### src/rtl/fetch_stage.sv
// Instruction-fetch stage: owns the PC, handshakes with instruction memory and
// keeps one fetched word in a skid buffer while decode is stalled.
module fetch_stage #(
  parameter logic [9:0]  RESET_PC = 10'd0,
  parameter logic [31:0] NOP      = 32'h00000000
) (
  input  logic        clk,
  input  logic        rst,
  input  logic        Stall,
  input  logic        BranchTaken,
  input  logic [9:0]  BranchTarget,
  output logic        imem_req,
  output logic [9:0]  imem_addr,
  input  logic [31:0] imem_rdata,
  input  logic        imem_ready,
  output logic [31:0] fInstruction,
  output logic [9:0]  fPC,
  output logic        dbg_held
);

  typedef enum logic {RUN, HELD} state_t;

  state_t      state;
  logic [9:0]  pc;
  logic [31:0] buf_instr;
  logic [9:0]  buf_pc;

  // Handshake: a word transfers from memory when imem_req && imem_ready in the
  // same cycle; it reaches the latch on an edge where Stall is low, otherwise it
  // is parked in the skid buffer and the request is withdrawn until delivery.
  always_ff @(posedge clk or posedge rst) begin
    if (rst) begin
      pc        <= RESET_PC;
      state     <= RUN;
      buf_instr <= NOP;
      buf_pc    <= RESET_PC;
    end else if (BranchTaken) begin
      pc        <= BranchTarget;
      state     <= RUN;
      buf_instr <= NOP;
      buf_pc    <= BranchTarget;
    end else begin
      case (state)
        RUN: begin
          if (imem_ready) begin
            pc <= pc + 10'd1;
            if (Stall) begin
              buf_instr <= imem_rdata;
              buf_pc    <= pc;
              state     <= HELD;
            end
          end
        end
        HELD: begin
          if (!Stall) state <= RUN;
        end
        default: state <= RUN;
      endcase
    end
  end

  assign imem_addr = pc;
  assign dbg_held  = (state == HELD);

  // Fetch outputs depend only on state, branch and memory; Stall only acts at the edge.
  always_comb begin
    imem_req     = 1'b0;
    fInstruction = NOP;
    fPC          = pc;
    if (rst) begin
      fPC = RESET_PC;
    end else if (BranchTaken) begin
      fPC = pc;
    end else if (state == HELD) begin
      fInstruction = buf_instr;
      fPC          = buf_pc;
    end else begin
      imem_req = 1'b1;
      if (imem_ready) fInstruction = imem_rdata;
    end
  end

endmodule

### config.mk
export PLATFORM = sky130hd
export DESIGN_NAME = fetch_stage
export DESIGN_NICKNAME = d
export VERILOG_FILES = /design/src/rtl/fetch_stage.sv
export SDC_FILE = /design/constraint.sdc
export NUM_CORES = 1
export LEC_CHECK = 0
export ABC_AREA = 0
export BUFFER_PORTS_ARGS = -buffer_cell sky130_fd_sc_hd__buf_2
export CAP_MARGIN = 20
export CORE_ASPECT_RATIO = 1.1
export CORE_MARGIN = 4
export CORE_UTILIZATION = 50
export DETAILED_ROUTE_END_ITERATION = 8
export PLACE_DENSITY = 0.93
export SYNTH_ARGS = -nofsm -noshare
export SYNTH_HDL_FRONTEND = slang
export SYNTH_SLANG_ARGS = --single-unit
### constraint.sdc
create_clock -name clk -period 2.6 [get_ports clk]
set_input_delay 0.52 -clock clk [delete_from_list [all_inputs] [get_ports clk]]
set_output_delay 0.52 -clock clk [all_outputs]
set_load 0.1 [all_outputs]
==> results of run 1 <==
registers in the layout, indices dropped and copies added (netlist names):
name,flops
dbg_held,1
imem_addr,10
buf_instr,32
buf_pc,10
kinds of logic after synthesis:
kind of cell / share of synthesized area
xor+xnor: 0.006310
compound gates: 0.2564
fa+ha+maj: 0.004506
simple gates: 0.1924
flops: 0.4777
buf+inv: 0.05182
mux: 0.01082
Yosys cell counts, types with 2 or more instances:
cell	number
a21oi_1	18
a22o_1	27
a22oi_1	32
a31oi_1	15
buf_1	3
buf_2	10
buf_6	2
clkbuf_1	11
dfrtp_1	53
inv_1	4
mux2i_1	3
nand2_1	49
nand2b_1	2
nand3_1	2
nand3b_1	3
nand4_1	2
nor2_1	44
nor2_2	2
nor3_1	2
o21ai_0	4
o31ai_1	3
or3_1	3
or4_1	4
xor2_1	2
report_power, final:
part | total (µW) | internal (µW) | switching, µW | leakage [µW]
clock network | 452 | 191 | 261 | 0.0000385
registers | 950 | 882 | 67.0 | 0.000675
logic | 895 | 272 | 624 | 0.00114
worst max path at each step:
| stage | slack [ns] | end | from |
|---|---|---|---|
| after detailed placement | 0.35 | fPC[8] | BranchTaken |
| after floorplan | -0.04 | fInstruction[0] | rst |
| after CTS | 0.26 | fInstruction[1] | dbg_held |
| final | 0.25 | fInstruction[1] | dbg_held |
| after global routing | 0.18 | fInstruction[1] | dbg_held |
| after global placement | 0.38 | fPC[5] | BranchTaken |
final cells by class:
cell class / count / area [µm²] / area share
clock buffer: 7 / 76.32 / 0.01709
clock inverter: 1 / 7.507 / 0.001681
inverter: 5 / 22.52 / 0.005042
multi-input combinational: 225 / 1668 / 0.3734
sequential: 53 / 1330 / 0.2978
tap: 75 / 93.84 / 0.02101
timing repair buffer: 111 / 1269 / 0.2840
worst max-delay path: cells and delay by family, from the launching register on:
| kind | cells | cell delay [ns] |
|---|---|---|
| AND/OR/NAND/NOR | 2 | 0.40 |
| flip-flops | 1 | 0.55 |
| buffers and inverters | 2 | 0.39 |
| AO/OA/AOI/OAI | 1 | 0.16 |
through the flow:
| step | worst slack, ns | total power, µW | hold slack, ns | TNS [ns] | util |
|---|---|---|---|---|---|
| after floorplan | -0.04454 | 1572 | 0.4667 | -0.08907 | - |
| after global placement | 0.3785 | 1821 | 0.4830 | 0 | 0.8068 |
| after detailed placement | 0.3467 | 1851 | 0.4852 | 0 | 0.8068 |
| after CTS | 0.2558 | 2301 | 0.4347 | 0 | 0.8224 |
| after global routing | 0.1762 | 2391 | 0.4397 | 0 | 0.8279 |
| final | 0.2483 | 2297 | 0.4453 | 0 | 0.8279 |
cell usage in the layout, fill, tap and decap left out, types with 4 or more instances in the layout:
master and n:
a22oi_1 32, nor2_1 12, buf_12 45, nor2_2 4, clkbuf_8 5, buf_2 57
nor2_4 30, a31oi_1 15, a21oi_4 10, nand2_1 49, a21oi_1 8, dfrtp_1 52
o21ai_0 4, buf_4 7, or4_1 4, a22o_1 27
metal layers:
layer  vias up  wire length [µm]  part of all wire  track usage
li1       1297                 -                 -            -
met1      1419              3186              0.36       0.3137
met2       149              4676              0.53       0.4824
met3        30               718             0.081      0.07563
met4         0               303             0.034      0.09219
met5         -                 0                 0            0
==> flow_summary.toml, run 1 <==
[pwr]
ir_worst_vdd_mv = 0.3290
p_per_area_nw_per_um2 = 514.2
power.leakage_uw = 0.001858

[synth]
syn-num-nets = 357
ys_seq_area_frac = 0.4777
async_flop_share = 1.000
netlist_top_cells_area = "dfrtp_1 (48%), a22oi_1 (8.7%), a22o_1 (8.5%)"
ys_ff_latch = 53
synth_flop_cell = "dfrtp_1"
avgSynthCellArea_um2 = 8.985
yosysUniqueCellTypes = 33
synth_enable_flop_cells = 0
yosys.area.top_type = "dfrtp_1"
synth.cell_area_um2 = 2776
synth_top_area_frac = 0.4777
synth_warnings = 0
synthCells = 309

[worst_setup_path]
crit_path_max_fanout = 32
crit_path_start_kind = "register"
crit-reg2reg-launch = "imem_addr[0]"
worstPathCellList = "nor3b_4 > buf_12 > a22oi_1 > nor2_4 > buf_12"
critical_path_required_ns = 2.08
crit_type = "register to output pin"
rrSetupSlack_ns = 0.89
ff2ff_path_depth = 4
cp_slowest_cell = "dfrtp_4"
end_kind = "output pin"
max_stage_delay_ns = 0.55
worstReg2RegEnd = "imem_addr[8]"
worstPathArrival_ns = 1.83
cp_common_cell = "buf_12"

[cts]
cts.sinks = 53
clkLatencyLatePin_ns = 0.31
cts_resized = 0
cts_made_buffers = 5
h-tree-depth = 2
hold_buffers = 0
post_cts_buffers = 0
clockRootBuffer = "clkbuf_8"
clockBufferDepth = 2
cts_tree = "built"
path_clk_slew_ns = 0.09

[sta]
hold_viol_final = 0
worst_pin_slew_ns = 0.6659
finalCritPeriodShare = 0.9045
min_period_ns = 2.352
maxSlewViolCount = 0
clock_skew_ns = 0.006567
fmax_ghz = 0.4252
finalSetupViolCount = 0
rsz0062_at_grt = "false"
max_slew_margin = 0.5561

[placed_design]
placedCellCount = 467
place_hpwl_mm = 6.476
gp_congestion = 0.8128
portBuffers = 100
dpl_cell_area_um2 = 4353

[drt]
ant_nets = 0
route.detailed.drc = 0
drt_iter0_markers = 203
avgViaCountPerCell = 6.069
drt_first_pass_iters = 5
wl_per_cell_um = 18.62
vias = 2895
wl_mm = 8.884

[floorplan]
die_h_um = 86.16
rows = 28
core_um2 = 5395
die_w_um = 79.05
pin_count = 101
die-area_um2 = 6811
floorplan.initialDensity = 0.5146

[flow_run]
maxCapViolations = 0

[status]
status = "finished, final reports clean"

[finish]
nets = 449
fin_cells = 477
finalInstanceArea_um2 = 4467
area_delta_synth_final_pct = 60.88
drive_gt1_frac = 0.4179
fillCellCount = 320
antennaDiodeCount = 0

[min_path]
hold_start = "imem_rdata[21]"
worstHoldPathCells = 2
min_to = "buf_instr[21]"
hold_path_class = "primary input to register"

[global_routing]
antenna_found_initial = 0
grt_pass1_vias = 3036
overflow = 0
track_usage = 0.2716
grt_pass1_wl_mm = 14.51
grt_max_degree = 33
Power figures use the tool's default switching activity.
==> inputs of run 2 (changes only) <==
--- a/config.mk
+++ b/config.mk
@@ -11,6 +11,7 @@
 export CORE_ASPECT_RATIO = 1.1
 export CORE_MARGIN = 4
 export CORE_UTILIZATION = 50
+export CTS_BUF_LIST = sky130_fd_sc_hd__clkbuf_16
 export DETAILED_ROUTE_END_ITERATION = 8
 export PLACE_DENSITY = 0.93
 export SYNTH_ARGS = -nofsm -noshare
==> run 2 against run 1 <==
Compared with the run above: power increased by 8.4%; utilization is 0.97 points higher; die area unchanged; maximum frequency rose by 0.59%; cell count unchanged; via count grew 1.5%; sequential share of layout area decreased by 0.35 points; worst hold slack gained 0.015 ns; non-clock buffer count stayed put; clock skew increased by 0.0013 ns; largest power group unchanged; highest routed layer unchanged.
==> flow_summary.toml, run 2 (same netlist as run 1, synthesis figures left out) <==
[pwr]
p_per_area_nw_per_um2 = 551.0
power.leakage_uw = 0.001890
p_seq_frac = 0.382
intPower_uw = 1505
share_clk_of_total_power = 0.259
share_comb_of_total_power = 0.360
ir_worst_vdd_mv = 0.3273
netSwitchingPower_uw = 985.3
switching_share = 0.3957

[global_routing]
overflow = 0
antenna_found_initial = 0
track_usage = 0.2740
grt_pass1_vias = 3045
grt_max_degree = 33
grt_pass1_wl_mm = 14.61

[placed_design]
preCtsSetupSlack_ns = 0.3467
placedCellCount = 467
portBuffers = 100
dpl_cell_area_um2 = 4353
gp_congestion = 0.8128
place_hpwl_mm = 6.476

[cts]
h-tree-depth = 2
cts.sinks = 53
cts_resized = 0
cts_made_buffers = 5
path_clk_slew_ns = 0.07
post_cts_buffers = 0
clockBufferDepth = 2
clkLatencyLatePin_ns = 0.30
clockRootBuffer = "clkbuf_16"
cts_tree = "built"
hold_buffers = 0

[worst_setup_path]
critical_path_required_ns = 2.08
worstPathArrival_ns = 1.82
crit_path_start_kind = "register"
critPathBufInv = 2
cp_slowest_cell = "dfrtp_4"
cp-endpoint = "fInstruction[1]"
worstPathCellList = "nor3b_4 > buf_12 > a22oi_1 > nor2_4 > buf_12"
crit_path_max_fanout = 32
crit_type = "register to output pin"
worstSetupStartpoint = "dbg_held"
rrSetupSlack_ns = 0.85
cp.depth = 5
end_kind = "output pin"
cp_common_cell = "buf_12"
max_stage_delay_ns = 0.54
ff2ff_path_depth = 4
cp_top_family = "flip-flops"
crit-reg2reg-launch = "imem_addr[1]"
worstReg2RegEnd = "imem_addr[8]"

[floorplan]
core_um2 = 5395
die-area_um2 = 6811
rows = 28
die_h_um = 86.16
pin_count = 101
die_w_um = 79.05
floorplan.initialDensity = 0.5146

[sta]
finalSetupViolCount = 0
fmax_ghz = 0.4277
holdWs_ns = 0.4605
clock_skew_ns = 0.007879
maxSlewViolCount = 0
worst_pin_slew_ns = 0.6608
rsz0062_at_grt = "false"
setup_ws_ns = 0.2621
finalCritPeriodShare = 0.8992
hold_viol_final = 0
min_period_ns = 2.338
max_slew_margin = 0.5595

[finish]
largest_reg_flops = 32
nets = 449
antennaDiodeCount = 0
drive_gt1_frac = 0.4179
fin_cells = 477
regMostFlops = "buf_instr"
post-route-util = 0.8377
finalInstanceArea_um2 = 4519
mostFrequentLayoutCell = "buf_2"
final_cell_mix = "buf_2 (57), dfrtp_1 (52), nand2_1 (49), buf_12 (45), a22oi_1 (32)"
area_delta_synth_final_pct = 62.78

[drt]
avgViaCountPerCell = 6.161
ant_nets = 0
route.detailed.drc = 0
wl_per_cell_um = 18.82
vias = 2939
drt_iter0_markers = 199
wl_mm = 8.977
drt_first_pass_iters = 5

[min_path]
hold_path_class = "primary input to register"
hold_start = "imem_rdata[21]"

[status]
status = "finished, final reports clean"

[flow_run]
maxCapViolations = 0
run 2: changes by cell type in the layout (fill, tap and decap cells not counted):
cell,previous run,this run
buf_6,0,1
buf_8,2,1
clkbuf_1,2,0
clkbuf_16,0,5
clkbuf_8,5,0
inv_1,3,5
run 2: worst min-delay path by stage:
stage	slack (ns)	end	cells past startpoint
6_report	0.46	buf_instr[21]	2
5_1_grt	0.46	buf_instr[21]	2
4_1_cts	0.46	buf_instr[21]	2
3_5_place_dp	0.49	buf_instr[2]	1
3_3_place_gp	0.48	buf_instr[17]	1
2_1_floorplan	0.47	buf_instr[0]	1
run 2: area by class of cell:
type / instances / area [µm²]
clock inverter: 3 / 15.01
clock buffer: 5 / 125.1
sequential: 53 / 1330
timing repair buffer: 111 / 1265
fill: 312 / 875.8
inverter: 5 / 22.52
multi-input combinational: 225 / 1668
tap: 75 / 93.84
run 2: layer usage:
layer,vias up,part of all wire,global-route usage
li1,1297,-,-
met1,1462,0.36,0.3155
met3,25,0.082,0.08088
met4,0,0.028,0.1016
met2,155,0.53,0.4801
met5,-,0,0
run 2: stage by stage:
stage | TNS, ns | total power [µW]
6_report | 0 | 2490
5_1_grt | 0 | 2575
3_3_place_gp | 0 | 1821
4_1_cts | 0 | 2488
3_5_place_dp | 0 | 1851
2_1_floorplan | -0.08907 | 1572
run 2: power groups by stage:
stage	Clock, µW	Combinational [µW]	Sequential [µW]
2_1_floorplan	0	488	1080
3_3_place_gp	0	867	955
3_5_place_dp	0	890	961
4_1_cts	647	894	947
5_1_grt	682	937	956
6_report	644	896	950
